File: src/rtl/solution_unloader_pkg.sv
// Shared solver package: problem dimensions, derived widths and the
// unloader state encoding used by the solver blocks.
package solution_unloader_pkg;

  localparam int unsigned N    = 16;         // unknowns per sweep
  localparam int unsigned XW   = 32;         // solution word width
  localparam int unsigned IW   = 8;          // iteration-count width
  localparam int unsigned IDXW = $clog2(N);  // index width (4 for N = 16)

  localparam logic [IDXW-1:0] LAST_IDX = IDXW'(N - 1);

  typedef enum logic [1:0] {
    ST_IDLE  = 2'd0,
    ST_RUN   = 2'd1,
    ST_DRAIN = 2'd2,
    ST_DONE  = 2'd3
  } unload_state_e;

endpackage : solution_unloader_pkg

File: src/rtl/solution_buffer.sv
// N x XW capture buffer for the final sweep of a solve.
// Ports:
//   clk_in    - clock
//   we_in     - write enable
//   waddr_in  - write index
//   wdata_in  - write data
//   raddr_in  - read index (asynchronous read)
//   rdata_out - word stored at raddr_in
// Contents are not reset; every location is rewritten before it is read.
module solution_buffer
  import solution_unloader_pkg::*;
(
  input  logic            clk_in,
  input  logic            we_in,
  input  logic [IDXW-1:0] waddr_in,
  input  logic [XW-1:0]   wdata_in,
  input  logic [IDXW-1:0] raddr_in,
  output logic [XW-1:0]   rdata_out
);

  logic [XW-1:0] mem_q [N];

  // Single write port
  always_ff @(posedge clk_in) begin
    if (we_in) begin
      mem_q[waddr_in] <= wdata_in;
    end
  end

  // Asynchronous read port
  assign rdata_out = mem_q[raddr_in];

endmodule : solution_buffer

File: src/rtl/solution_unloader.sv
// Captures the last Gauss-Seidel sweep of x words and streams it out
// through a valid/ready interface, then pulses done.
// Ports:
//   clk_in      - clock, rising edge
//   rst_in      - synchronous active-high reset
//   start_in    - one-cycle pulse, begins a solve (accepted in IDLE only)
//   iter_in     - sweep count, sampled with an accepted start (0 acts as 1)
//   x_valid_in  - x_in carries an updated word this cycle
//   x_in        - updated word, index order 0..N-1 per sweep
//   x_out       - final solution word offered downstream
//   x_valid_out - x_out is valid (DRAIN only)
//   x_ready_in  - downstream accepts x_out
//   x_last_out  - offered word is index N-1
//   busy_out    - block is not IDLE
//   done_out    - one-cycle pulse after the last word is accepted
module solution_unloader
  import solution_unloader_pkg::*;
(
  input  logic          clk_in,
  input  logic          rst_in,
  input  logic          start_in,
  input  logic [IW-1:0] iter_in,
  input  logic          x_valid_in,
  input  logic [XW-1:0] x_in,
  output logic [XW-1:0] x_out,
  output logic          x_valid_out,
  input  logic          x_ready_in,
  output logic          x_last_out,
  output logic          busy_out,
  output logic          done_out
);

  unload_state_e   state_q, state_d;
  logic [IW-1:0]   iter_q,  iter_d;
  logic [IW-1:0]   sweep_q, sweep_d;
  logic [IDXW-1:0] idx_q,   idx_d;
  logic [IDXW-1:0] rd_q,    rd_d;

  logic [XW-1:0]   x_out_q,   x_out_d;
  logic            x_valid_q, x_valid_d;
  logic            x_last_q,  x_last_d;
  logic            busy_q,    busy_d;
  logic            done_q,    done_d;

  logic            buf_we_c;
  logic            last_sweep_c;
  logic [XW-1:0]   buf_rdata_c;

  solution_buffer u_buf (
    .clk_in    (clk_in),
    .we_in     (buf_we_c),
    .waddr_in  (idx_q),
    .wdata_in  (x_in),
    .raddr_in  (rd_d),
    .rdata_out (buf_rdata_c)
  );

  // State and counter registers
  always_ff @(posedge clk_in) begin
    if (rst_in) begin
      state_q   <= ST_IDLE;
      iter_q    <= '0;
      sweep_q   <= '0;
      idx_q     <= '0;
      rd_q      <= '0;
      x_out_q   <= '0;
      x_valid_q <= 1'b0;
      x_last_q  <= 1'b0;
      busy_q    <= 1'b0;
      done_q    <= 1'b0;
    end else begin
      state_q   <= state_d;
      iter_q    <= iter_d;
      sweep_q   <= sweep_d;
      idx_q     <= idx_d;
      rd_q      <= rd_d;
      x_out_q   <= x_out_d;
      x_valid_q <= x_valid_d;
      x_last_q  <= x_last_d;
      busy_q    <= busy_d;
      done_q    <= done_d;
    end
  end

  // Next-state, counters and registered-output decode
  always_comb begin
    state_d   = state_q;
    iter_d    = iter_q;
    sweep_d   = sweep_q;
    idx_d     = idx_q;
    rd_d      = rd_q;
    buf_we_c  = 1'b0;

    // iter_q is never 0 once RUN is entered, so iter_q-1 cannot underflow
    last_sweep_c = (sweep_q == IW'(iter_q - IW'(1)));

    unique case (state_q)
      ST_IDLE: begin
        if (start_in) begin
          state_d = ST_RUN;
          iter_d  = (iter_in == '0) ? IW'(1) : iter_in;
          sweep_d = '0;
          idx_d   = '0;
        end
      end

      ST_RUN: begin
        if (x_valid_in) begin
          // Only the final sweep is kept; earlier sweeps just advance counters
          buf_we_c = last_sweep_c;
          if (idx_q == LAST_IDX) begin
            idx_d = '0;
            if (last_sweep_c) begin
              state_d = ST_DRAIN;
              rd_d    = '0;
            end else begin
              sweep_d = IW'(sweep_q + IW'(1));
            end
          end else begin
            idx_d = IDXW'(idx_q + IDXW'(1));
          end
        end
      end

      ST_DRAIN: begin
        if (x_valid_q && x_ready_in) begin
          if (rd_q == LAST_IDX) begin
            state_d = ST_DONE;
          end else begin
            rd_d = IDXW'(rd_q + IDXW'(1));
          end
        end
      end

      ST_DONE: begin
        state_d = ST_IDLE;
      end

      default: begin
        state_d = ST_IDLE;
      end
    endcase

    // Outputs are registered copies of what the next state will present
    x_valid_d = (state_d == ST_DRAIN);
    x_last_d  = (state_d == ST_DRAIN) && (rd_d == LAST_IDX);
    busy_d    = (state_d != ST_IDLE);
    done_d    = (state_d == ST_DONE);
  end

  // Output word: buffer read at the next read index, held outside DRAIN.
  // Kept apart from the FSM block so the read path has no apparent loop.
  always_comb begin
    x_out_d = x_out_q;
    if (state_d == ST_DRAIN) begin
      x_out_d = buf_rdata_c;
    end
  end

  assign x_out       = x_out_q;
  assign x_valid_out = x_valid_q;
  assign x_last_out  = x_last_q;
  assign busy_out    = busy_q;
  assign done_out    = done_q;

endmodule : solution_unloader

File: config.mk
export PLATFORM = sky130hd
export DESIGN_NAME = solution_unloader
export DESIGN_NICKNAME = d
export VERILOG_FILES = /design/src/rtl/solution_unloader_pkg.sv /design/src/rtl/solution_buffer.sv /design/src/rtl/solution_unloader.sv
export SDC_FILE = /design/constraint.sdc
export NUM_CORES = 1
export LEC_CHECK = 0
export ABC_AREA = 0
export CAP_MARGIN = 15
export CORE_MARGIN = 2
export CORE_UTILIZATION = 55
export DETAILED_ROUTE_END_ITERATION = 12
export PLACE_DENSITY = 0.73
export SETUP_SLACK_MARGIN = 0.15
export SLEW_MARGIN = 20
export SYNTH_ARGS = -nofsm -noshare
export SYNTH_HDL_FRONTEND = slang
export SYNTH_HIERARCHICAL = 1
export SYNTH_SLANG_ARGS = --single-unit
File: constraint.sdc
create_clock -name clk_in -period 7.4 [get_ports clk_in]
set_input_delay 1.48 -clock clk_in [delete_from_list [all_inputs] [get_ports clk_in]]
set_output_delay 1.48 -clock clk_in [all_outputs]
set_load 0.1 [all_outputs]
# [After elaboration in Yosys (flattened, before gate mapping)]
# Memory sizes are Yosys's and may differ from the RTL's. A register that Yosys moved wholly into a read port is not among the register bits.
# Cells that the tools add are included.
[word_totals] inputBits=45 out_inout_bits=36 ff_bits=30 mem_count=1 ram_bits=512
[mem_list] memory="u_buf.mem_q" words=16 word_bits=32 rd=1 rd_ports_with_merged_regs=1 wr=1 line="solution_buffer.sv:21" text="logic [XW-1:0] mem_q [N];"
[op_classes] eq_ne=13 n_addsub=4 reduce_logical=9 muxes=27
[op_table] op="2-to-1 mux 8 bit" n=5
[op_table] op="2-to-1 mux 4 bit" n=8
[op_table] op="one-hot mux 4 bit (2 select lines)" n=2
[op_table] op="one-hot mux 8 bit (2 select lines)" n=1
[op_table] op="== test 4 bit, second input constant" n=3
[op_table] op="2-to-1 mux 2 bit" n=6
[op_table] op="adder 4 x 1 -> 4 bit, second input constant" n=2
[op_table] op="adder 8 x 1 -> 8 bit, second input constant" n=1
[op_table] op="== test 2 bit, second input constant" n=4
[op_table] op="== test 8 bit" n=1
[op_table] op="logical NOT 8 bit" n=1
[op_table] op="inequality test 2 bit, second input constant" n=4
[op_table] op="one-hot mux 2 bit (4 select lines)" n=1
[op_table] op="subtractor 8 x 1 -> 8 bit, second input constant" n=1
[op_table] op="AND reduction 5 bit" n=1
[op_table] op="2-to-1 mux 1 bit" n=4
[op_table] op="nonzero test 2 bit" n=2
[op_table] op="AND reduction 3 bit" n=1
[op_table] op="== test 2 x 1 -> 1 bit, second input constant" n=1
[op_table] op="logical AND 1 bit" n=2
[op_table] op="logical NOT 2 bit" n=1
[op_table] op="AND reduction 2 bit" n=1

# [Depth between registers and ports, before layout]
# Gate-level depths: netlist (run 1).
[logic_depth] ltp_word=8 depth_mapped=17 depth_no_buf=14

# [Hierarchy]
# The synthesis (run 1) kept the hierarchy.
[modules_own_cells] module="solution_buffer" seq_area_each_um2=15374.7 area_per_inst_um2=19194.7 cells_each=806 instances=1
[modules_own_cells] module="solution_unloader" seq_area_each_um2=1241.2 area_per_inst_um2=3016.6 cells_each=336 instances=1

# [Worst setup path after synthesis (run 1)]
# OpenSTA, ideal clock, no wires.
[synth_timing] kind="register -> register" start="reg iter_q[0]" end="mem u_buf.mem_q[0][0], enable pin" setup_ns=0.461 path_stages_with_launch=11 required_ns=6.939 slack_ns=2.279 t_arrival_ns=4.660 period_less_slack_ns=5.121 n_path_buf=1 path_cell_list="dfxtp_1 inv_1 ha_1 clkbuf_2 o21bai_1 a211oi_1 a211oi_2 o32a_1 nor3_1 or3b_2 nor3_1"
[synth_between] elab_chain_len=6
[synth_lines] element="from (decl)" line="solution_unloader.sv:34" text="logic [IW-1:0] iter_q, iter_d;"
[synth_lines] element="from (signal assigned)" line="solution_unloader.sv:73" text="iter_q <= iter_d;"
[synth_lines] element="subtractor 8 x 1 -> 8 bit" line="solution_unloader.sv:95" text="last_sweep_c = (sweep_q == IW'(iter_q - IW'(1)));"
[synth_lines] element="== test 8 bit" line="solution_unloader.sv:95"
[synth_lines] element="2-to-1 mux 1 bit" line="solution_unloader.sv:108" text="if (x_valid_in) begin"
[synth_lines] element="2-to-1 mux 1 bit" line="solution_unloader.sv:97" text="unique case (state_q)"
[synth_lines] element="named net buf_we_c" line="solution_unloader.sv:45" text="logic buf_we_c;"
[synth_lines] element="2-to-1 mux 1 bit" line="solution_buffer.sv:25" text="if (we_in) begin"
[synth_lines] element="2-to-1 mux 1 bit (implied by the code)" line="solution_buffer.sv:26" text="mem_q[waddr_in] <= wdata_in;"
[synth_lines] element="to (decl)" line="solution_buffer.sv:21"
# The timed path passes the listed nets, and every way through them passes these cells.

# [Worst setup path after layout (run 1)]
[layout_timing] start="reg iter_q[0]" end="reg x_out_q[9], in the netlist x_out[9], read port of u_buf.mem_q"
[layout_lines] element="subtractor 8 x 1 -> 8 bit" line="solution_unloader.sv:95"
[layout_lines] element="== test 8 bit" line="solution_unloader.sv:95"
[layout_lines] element="2-to-1 mux 4 bit" line="solution_unloader.sv:113" text="if (last_sweep_c) begin"
[layout_lines] element="2-to-1 mux 4 bit" line="solution_unloader.sv:111" text="if (idx_q == LAST_IDX) begin"
[layout_lines] element="2-to-1 mux 4 bit" line="solution_unloader.sv:108"
[layout_lines] element="one-hot mux 4 bit (2 select lines)" line="solution_unloader.sv:97"
[layout_lines] element="named net rd_d[1]" line="solution_unloader.sv:37" text="logic [IDXW-1:0] rd_q, rd_d;"
[layout_lines] element="to (decl)" line="solution_unloader.sv:39" text="logic [XW-1:0] x_out_q, x_out_d;"
# The timed path passes the listed nets, and every way through them passes these cells.
# A chain may end at the register's enable or synchronous reset.

==> flow_results.org, run 1 <==
** Synth
- For this run, the number of Yosys warnings is 6.
- Synthesis instantiated 56 different standard cells from the library.
- The most used flip-flop cell after synthesis is edfxtp_1.
- Number of enable flip-flop cells after synthesis :: 512
- Synthesis produced a netlist with a net count of between 1000 and 1500.
- Register area share after synthesis :: 74.81%
- The synthesized netlist occupies a cell area of 22210 µm².
- Gate count of the mapped netlist :: 1142
- Dividing the synthesized area by the synthesized cell count gives around 19 µm².
- Share of async-settable or async-resettable flops after synthesis :: 0%
- Seq cells post-synth :: around 570

** Clock tree
- Clock tree from TritonCTS :: yes
- The clock tree synthesis step divided the H-tree into 2 levels.
- For this design, the CTS-stage hold fixing added 0 buffers.
- Worst-skew pair later-pin latency :: approximately 0.62 ns
- Clock-pin slew of the registers on the worst-case setup and hold paths :: about 0.060 ns
- Post-cts repair resize count :: 0
- The tree is rooted in a clkbuf_16.
- Maximum number of buffers from clock root to sink :: 3
- Clock Sinks :: between 500 and 600
- Buffers added to address setup during post-CTS repair amount to 0.
- Clock buffers created by TritonCTS :: 55

** Cells and area
- Once layout is complete, the utilization of the core stands at between 60% and 70%.
- In the final layout, the share of cells above drive strength 1 is between 20% and 30%.
- The count of cells in the finished layout, fillers not included, comes to ~1800.
- After routing the design area is 25580 µm².
- Final net count :: ~1300
- Compared with the post-synthesis result, the final layout area differs by 15.17%.

** STA
- At the pin with the least slew margin, the transition time is ~1.1 ns.
- Count of final max-slew check failures :: 0
- Final period utilization :: ~62%
- The final hold violation count came to 0.
- Static timing analysis puts the maximum clock frequency at around 220 MHz.
- Final hold slack :: around 0.50 ns
- Min Clock Period, post-route :: 4.602 ns
- Setup repair after global routing left no endpoint under its margin.
- Worst max-slew margin expressed relative to the limit :: about 28%
- Setup slack on the critical path of the routed design comes to between 2 and 3 ns.
- Setup violations remaining at the end of the flow were counted as 0.
- Summed over all failing endpoints, the final setup total negative slack is 0 ns.
- Max Clock Skew :: between 0.015 and 0.02 ns

** Min path
- Along the worst hold path, the cell count comes to 2.
- The tightest min-delay check is of the reg2reg type.

** Place
- Detailed-placement wirelength estimate :: 23160 µm
- At the placement stage, the worst setup path has a slack of around 2.2 ns.
- Cells after DPL :: 1713
- Number of port buffers :: 80
- Routability congestion estimate from global placement :: roughly 0.81
- Once placement finished, the instance area stood at between 20000 and 25000 µm².

** Setup path
- Buf/Inv on CP :: 3
- The worst register-to-register path begins at iter_q[0].
- Tracing the worst setup path back leads to its startpoint at iter_q[0].
- R2R cell count :: 15
- For the worst setup path, the data required time is 7.86 ns.
- The largest individual stage delay along the critical path comes from the cell buf_4.
- Termination of the worst setup path :: x_out[9]
- The critical path in this run is classified as reg2reg.
- Of all nets on the critical path, the largest fanout is between 50 and 60.
- R2R setup slack :: ~2.8 ns
- STA classifies the critical path startpoint as a flop.
- In this design, the stage delay of the slowest critical-path cell is 0.73 ns.
- Crit path DAT :: just over 5 ns
- The critical path runs through a total of 15 cells.
- Most frequent CP cell :: nand2_1
- On the critical path the largest part of the delay comes from buffers and inverters.
- Reg-to-Reg End :: x_out[9]
- The worst setup path is captured at a flop.
- The signal on the critical path passes through inv_1 > ha_1 > xnor2_1 > a221oi_1 > o22ai_1 > nor2_2 > nand2_1 > a31oi_1 > inv_4 > buf_4 > mux4_2 > a22oi_1 > nand2_1 > mux2i_1 > nor2_1.

** Global route
- Maximum number of pins on one net before global-route repair :: 56
- The initial antenna violation count is 1.
- Overflow left after global routing :: 0
- First-pass GRT wire length :: approximately 70000 µm
- The number of global-route vias before repair was between 10000 and 15000.
- Tot GR Track Use :: a little under a quarter

** Floorplan
- Starting utilization of the core area :: 55.77%
- I/O pin cnt :: 81
- In this run the vertical extent of the chip is roughly 200 µm.
- Standard-cell row count :: 73
- Die width :: 205.0 µm
- Core Box Area :: roughly 40000 µm²
- Die area :: ~42000 µm²

** Routing
- Total iterations of the first detailed-routing run :: 5
- Via count :: 11270
- Detailed-route vias per instance :: approximately 6.2
- Number of routed nets with antenna violations :: 0
- Violation count after the first detailed-routing iteration :: between 1000 and 1500
- In the routed design, unresolved DRC markers number 0.
- In the final routed layout, each cell accounts on average for approximately 26 µm.
- For this block, the routed nets add up to ~48000 µm of wire.

** Run status
- Status :: complete, no violations

** Pwr
- After layout, the design draws a total of roughly 6.5 mW.
- Leakage power :: about 7.9 nW
- Cell area power density :: roughly 260 nW/µm²
- Max VDD drop :: around 0.00022 V

** Run
- Max-cap viol count :: 0
## worst reg2reg max path: cells and delay by family, from the launching register on
family	cells	cell delay (ns)
buffers and inverters	3	1.30
XOR/XNOR	1	0.20
flip-flops	1	0.43
AND/OR/NAND/NOR	4	0.44
AO/OA/AOI/OAI	4	1.16
adder cells (fa/ha/maj)	1	0.30
multiplexers	2	0.62
## worst min path at each step
stage | end | from | slack, ns
6_report | iter_q[7] | iter_q[7] | 0.50
5_1_grt | x_out[29] | x_out[29] | 0.53
2_1_floorplan | iter_q[7] | iter_q[7] | 0.47
3_3_place_gp | x_out[19] | x_out[19] | 0.47
3_5_place_dp | x_out[15] | x_out[15] | 0.48
4_1_cts | iter_q[7] | iter_q[7] | 0.50
## routing by layer
layer	share of wire, %	wire length (µm)	GRT usage [%]
met5	0	0	0
met3	7.5	3577	3.595
met1	41	19470	32.84
met2	50	23710	38.92
met4	1.9	892	6.578
## sequential cells by signal (all words and copies together) (netlist names), 2 cells and up
register / count
idx_q: 4
sweep_q: 8
rd_q: 4
x_out: 32
iter_q: 8
state_q: 2
u_buf/mem_q: 512
## report_power, final
group	internal (mW)	switching, mW
sequential	3.53	0.00747
clock	1.70	1.16
combinational	0.0451	0.0862
## cells in the final DEF (no fill, tap or decap), drive strengths merged, types with 2 or more instances in the layout
cell type / netlist / layout
edfxtp: 512 / 512
mux4: 128 / 128
clkdlybuf4s50: 0 / 79
clkbuf: 28 / 79
nor2: 72 / 72
a22oi: 64 / 64
dfxtp: 62 / 62
nand2: 58 / 58
mux2i: 33 / 33
buf: 33 / 28
a21oi: 20 / 20
nor3: 14 / 14
clkinv: 0 / 13
inv: 11 / 12
xor2: 9 / 9
xnor2: 8 / 8
o21ai: 8 / 8
nand3: 7 / 7
ha: 7 / 7
bufinv: 0 / 7
and3: 6 / 6
nand2b: 6 / 6
a211oi: 6 / 6
nand4: 5 / 5
nor2b: 5 / 5
and4: 4 / 4
nor4: 4 / 4
o211ai: 3 / 3
and2: 3 / 3
nand3b: 3 / 3
o21bai: 2 / 2
a221oi: 2 / 2
o22ai: 2 / 2
a31oi: 2 / 2
or2: 2 / 2
o32ai: 2 / 2
## cell families after synthesis
kind of cell	Yosys count	synth area share (%)
AOI/OAI and AO/OA	120	3.909
and+or+nand+nor	191	4.039
buffers and inverters	72	1.679
xor gates and xnor gates	17	0.7042
muxes	161	14.47
adders and majority gates	7	0.3943
DFF	574	74.81
## synthesized netlist by cell type (8+ instances only)
cell type  instances  share of area, %
clkbuf_1          27              0.46
dfxtp_1           62               5.6
buf_2              9              0.20
mux4_2           128                13
a22oi_1           64               2.2
nor3_1            14              0.32
xnor2_1            8              0.32
buf_1             11              0.19
nor2_1            71               1.2
buf_4              9              0.30
xor2_1             8              0.32
mux2i_1           33               1.5
a21oi_1           20              0.45
o21ai_0            8              0.18
nand2_1           58              0.98
inv_1             11              0.19
edfxtp_1         512                69
## cell type report
class                   count  area (µm²)
flip-flops and latches    574       16620
well taps                 525       656.9
diodes                      1       2.502
clock buffers              79        1548
clock inverters            22       321.6
inverters                  11       43.79
fillers                  2721       14240
multi-input cells         496        5369
repair buffers            107        1023
No activity file was read; power rests on OpenSTA's default activity.
==> inputs of run 2 (changes only) <==
PLACE_DENSITY = 0.76   (was 0.73)
clock period = 4.1 ns   (was 7.4 ns; I/O delays follow)
==> run 2 against run 1 <==
Net effect: combinational power is 91% higher; global-route usage is 0.46 points higher; die area stayed put; utilization is 1.8 points higher; non-clock buffer count is 31 higher; clock-buffer cell count is 2 higher; critical endpoint is now u_buf/mem_q[2][6]; via count is 2.8% higher; total power is 84% higher.
==> flow_results.org, run 2 (synthesis results as in run 1) <==
** Run status
- The flow ran to the end, and the final reports show no timing, DRC or antenna violations.

** Clock tree
- The clock network latency to the later pin of the worst-skew pair was 0.60 ns (-0.02 ns).
- Maximum number of buffers from clock root to sink :: 3 (unchanged)
- The number of H-tree levels was 2 (unchanged).
- Clock Sinks :: 574 (unchanged)
- The post-cts resize count was 0 (unchanged).
- Clock buffers created by TritonCTS :: 55 (unchanged)
- Clock-pin slew of the registers on the worst-case setup and hold paths :: 0.06 ns (about the same)
- # hold bufs at CTS :: 0 (unchanged)
- The number of buffers inserted to repair setup after CTS came to 0 (unchanged).
- The cell sitting at the root of the clock tree is a clkbuf_16.
- TritonCTS built the clock tree.

** Floorplan
- The number of placement rows is 73 (unchanged).
- Die area :: 42010 µm² (unchanged)
- The number of top-level pins is 81 (unchanged).
- The initial core utilization came to 55.77% (unchanged).
- Die width :: 205.0 µm (unchanged)
- Die height :: 205.0 µm (unchanged)
- Core Box Area :: 39820 µm² (unchanged)

** Place
- Detailed-placement wirelength estimate :: 26650 µm (+15%)
- The final weighted congestion of routability-driven global placement was 0.8086 (-0.15%).
- Post-Place Setup Slack :: 0.1452 ns (-2.090 ns)
- The count of input and output buffers came to 80 (unchanged).
- Cells after DPL :: 1744 (+1.8%)

** Pwr
- The share of total power consumed by net switching was 19.09% (-0.13 points).
- Cell area power density :: 456.0 nW/µm² (+79%)
- Part of the power in registers :: 53.2% (-1.0 points)
- Max VDD drop :: 0.0003891 V (+79%)
- Overall power consumption :: 11.99 mW (+84%)
- The net switching component of the power is 2.288 mW (+82%).
- Clock power share :: 44.7% (+0.9 points)
- The relative contribution of combinational cells to total power is 2.1% (about the same).
- Cell-internal power :: 9.699 mW (+84%)
- Leakage power :: 8.179 nW (+3.3%)

** Cells and area
- The multi-input gate area in the final layout is 5419 µm² (+0.93%).
- Largest register by flop count :: u_buf/mem_q
- Number of non-filler instances in the completed layout :: 1848 (+1.8%)
- Most frequent standard cell in the layout excluding fill and tap cells :: edfxtp_1
- The top cell types in the final layout, fill and taps aside, are edfxtp_1, mux4_2, clkdlybuf4s50_1, a22oi_1, dfxtp_1.
- Ant diodes :: 0 (-1)
- Footprint of the flip-flops and latches :: 16620 µm² (unchanged)
- Layout-stage area growth over the synthesis result :: 18.35%
- Filler cells :: 2595 (-4.6%)
- The net count of the finished layout was 1329 (+2.5%).
- The share of final-layout standard cells stronger than drive strength 1 was 23.36% (+2.5 points).
- Max reg flops :: 512 (unchanged)

** Setup path
- Critical Setup Path Class :: reg2reg
- The worst setup path is launched from a flop.
- Walking the worst path, the cells encountered are inv_1 > ha_1 > o21bai_1 > a211oi_1 > a211oi_2 > o32a_1 > nor3_1 > or3b_2 > nor2_4 > buf_4.
- Worst-path cell with the longest stage delay :: or3b_2
- The required time of the critical path came to 4.35 ns (-3.51 ns).
- Peak fanout along the critical path :: 19 (-65%)
- The data arrival time of the critical path came to 4.05 ns (-1.02 ns).
- Delay of the slowest cell on the worst path :: 0.63 ns (-0.10 ns)
- Critical path capture point type :: flop

** STA
- The total negative setup slack was 0 ns (unchanged).
- Worst max-slew margin expressed relative to the limit :: 32.92% (+5.4 points)
- The max-slew violation count was 0 (unchanged).
- The final setup violation count is 0 (unchanged).
- The post-layout minimum cycle time is 3.800 ns (-0.8027 ns).
- The highest clock frequency the design can meet is 263.2 MHz (+21%).
- Setup repair after global routing missed its margin :: no
- The final hold violation count came to 0 (unchanged).
- The slew at the pin closest to its max-slew limit was 1.003 ns (-0.08080 ns).
- Setup WS post-layout :: 0.3004 ns (-2.497 ns)
- Final period utilization :: 92.67% (+30 points)
- Final hold slack :: 0.4959 ns (+0.0005070 ns)
- The final worst clock skew is 0.01508 ns (-0.002711 ns).

** Routing
- Routed wire length on met3 :: 4122 µm (+15%)
- Via count :: 11590 (+2.8%)
- Violation count after the first detailed-routing iteration :: 1206 (+3.4%)
- The wire length per cell after detailed routing is 26.58 µm (+1.3%).
- The wire length on met2 is 24320 µm (+2.6%).
- The number of design rule violations left after detail routing was 0 (unchanged).
- Number of routed nets with antenna violations :: 0 (unchanged)
- The routed metal-1 wirelength was 19340 µm (-0.63%).
- Detailed-route vias per instance :: 6.269 (+1.0%)
- The routed wire length is 49130 µm (+3.1%).
- Highest metal used :: met5
- Total iterations of the first detailed-routing run :: 7 (+2)

** Run
- The total of max-cap violations came to 0 (unchanged).

** Global route
- First-pass GRT wire length :: 73090 µm (+2.3%)
- Maximum number of pins on one net before global-route repair :: 50 (-11%)
- Tot GR Track Use :: 23.93% (+0.46 points)
- Vias in the first global route :: 11950 (+3.8%)
- The initial antenna violation count came to 1 (unchanged).
- The final global-route overflow total was 0 (unchanged).

** Min path
- The worst hold path belongs to the class reg2reg.
-- run 2: cell types whose count changed in the layout (fill, tap and decap cells not counted), moves of 2 or more --
cell	change
clkbuf_8	+3
nor3_4	+4
buf_12	+28
nor3_2	-4
buf_4	+2
clkinv_4	+2
clkinv_1	-3
bufinv_16	+2
-- run 2: routing by layer --
layer | GRT usage (%) | up-vias
met5 | 0 | -
met4 | 7.657 | 2
met3 | 5.011 | 97
met2 | 39.04 | 516
met1 | 32.70 | 6042
li1 | - | 4929
-- run 2: power by group through the flow --
stage	logic, mW	registers, mW	clock network, mW
floorplan	0.0978	6.51	0
global placement	0.235	6.50	0
detailed placement	0.247	6.50	0
CTS	0.249	6.38	5.45
global route	0.276	6.38	5.66
finish	0.250	6.38	5.36
-- run 2: final cells by class --
class / count / area share [%]
Tap cell: 525 / 2.499
Clock buffer: 81 / 6.031
Clock inverter: 22 / 1.352
Multi-Input combinational cell: 497 / 20.61
Sequential cell: 574 / 63.21
Inverter: 11 / 0.1666
Timing Repair Buffer: 138 / 6.126
-- run 2: worst paths after layout --
path / startpoint / to / cells after the start / slack, ns
max: iter_q[0] / u_buf/mem_q[2][6] / 10 / 0.30
min: x_out[11] / x_out[11] / 2 / 0.50
max reg2reg: iter_q[0] / u_buf/mem_q[2][6] / 10 / 0.30
min reg2reg: x_out[11] / x_out[11] / 2 / 0.50
-- run 2: metrics by stage --
step / instance area (µm²) / utilization (%)
after floorplan: 22240 / -
after global placement: 24320 / 61.06
after detailed placement: 24320 / 61.06
after CTS: 26260 / 65.94
after global routing: 26290 / 66.01
final: 26290 / 66.01
-- run 2: worst max-delay path: cells and delay by family (launching register included) --
| family | cells | cell delay (ns) |
|---|---|---|
| AO/OA/AOI/OAI | 4 | 0.96 |
| adder cells (fa/ha/maj) | 1 | 0.31 |
| buffers and inverters | 2 | 0.48 |
| flip-flops | 1 | 0.41 |
| AND/OR/NAND/NOR | 3 | 1.28 |
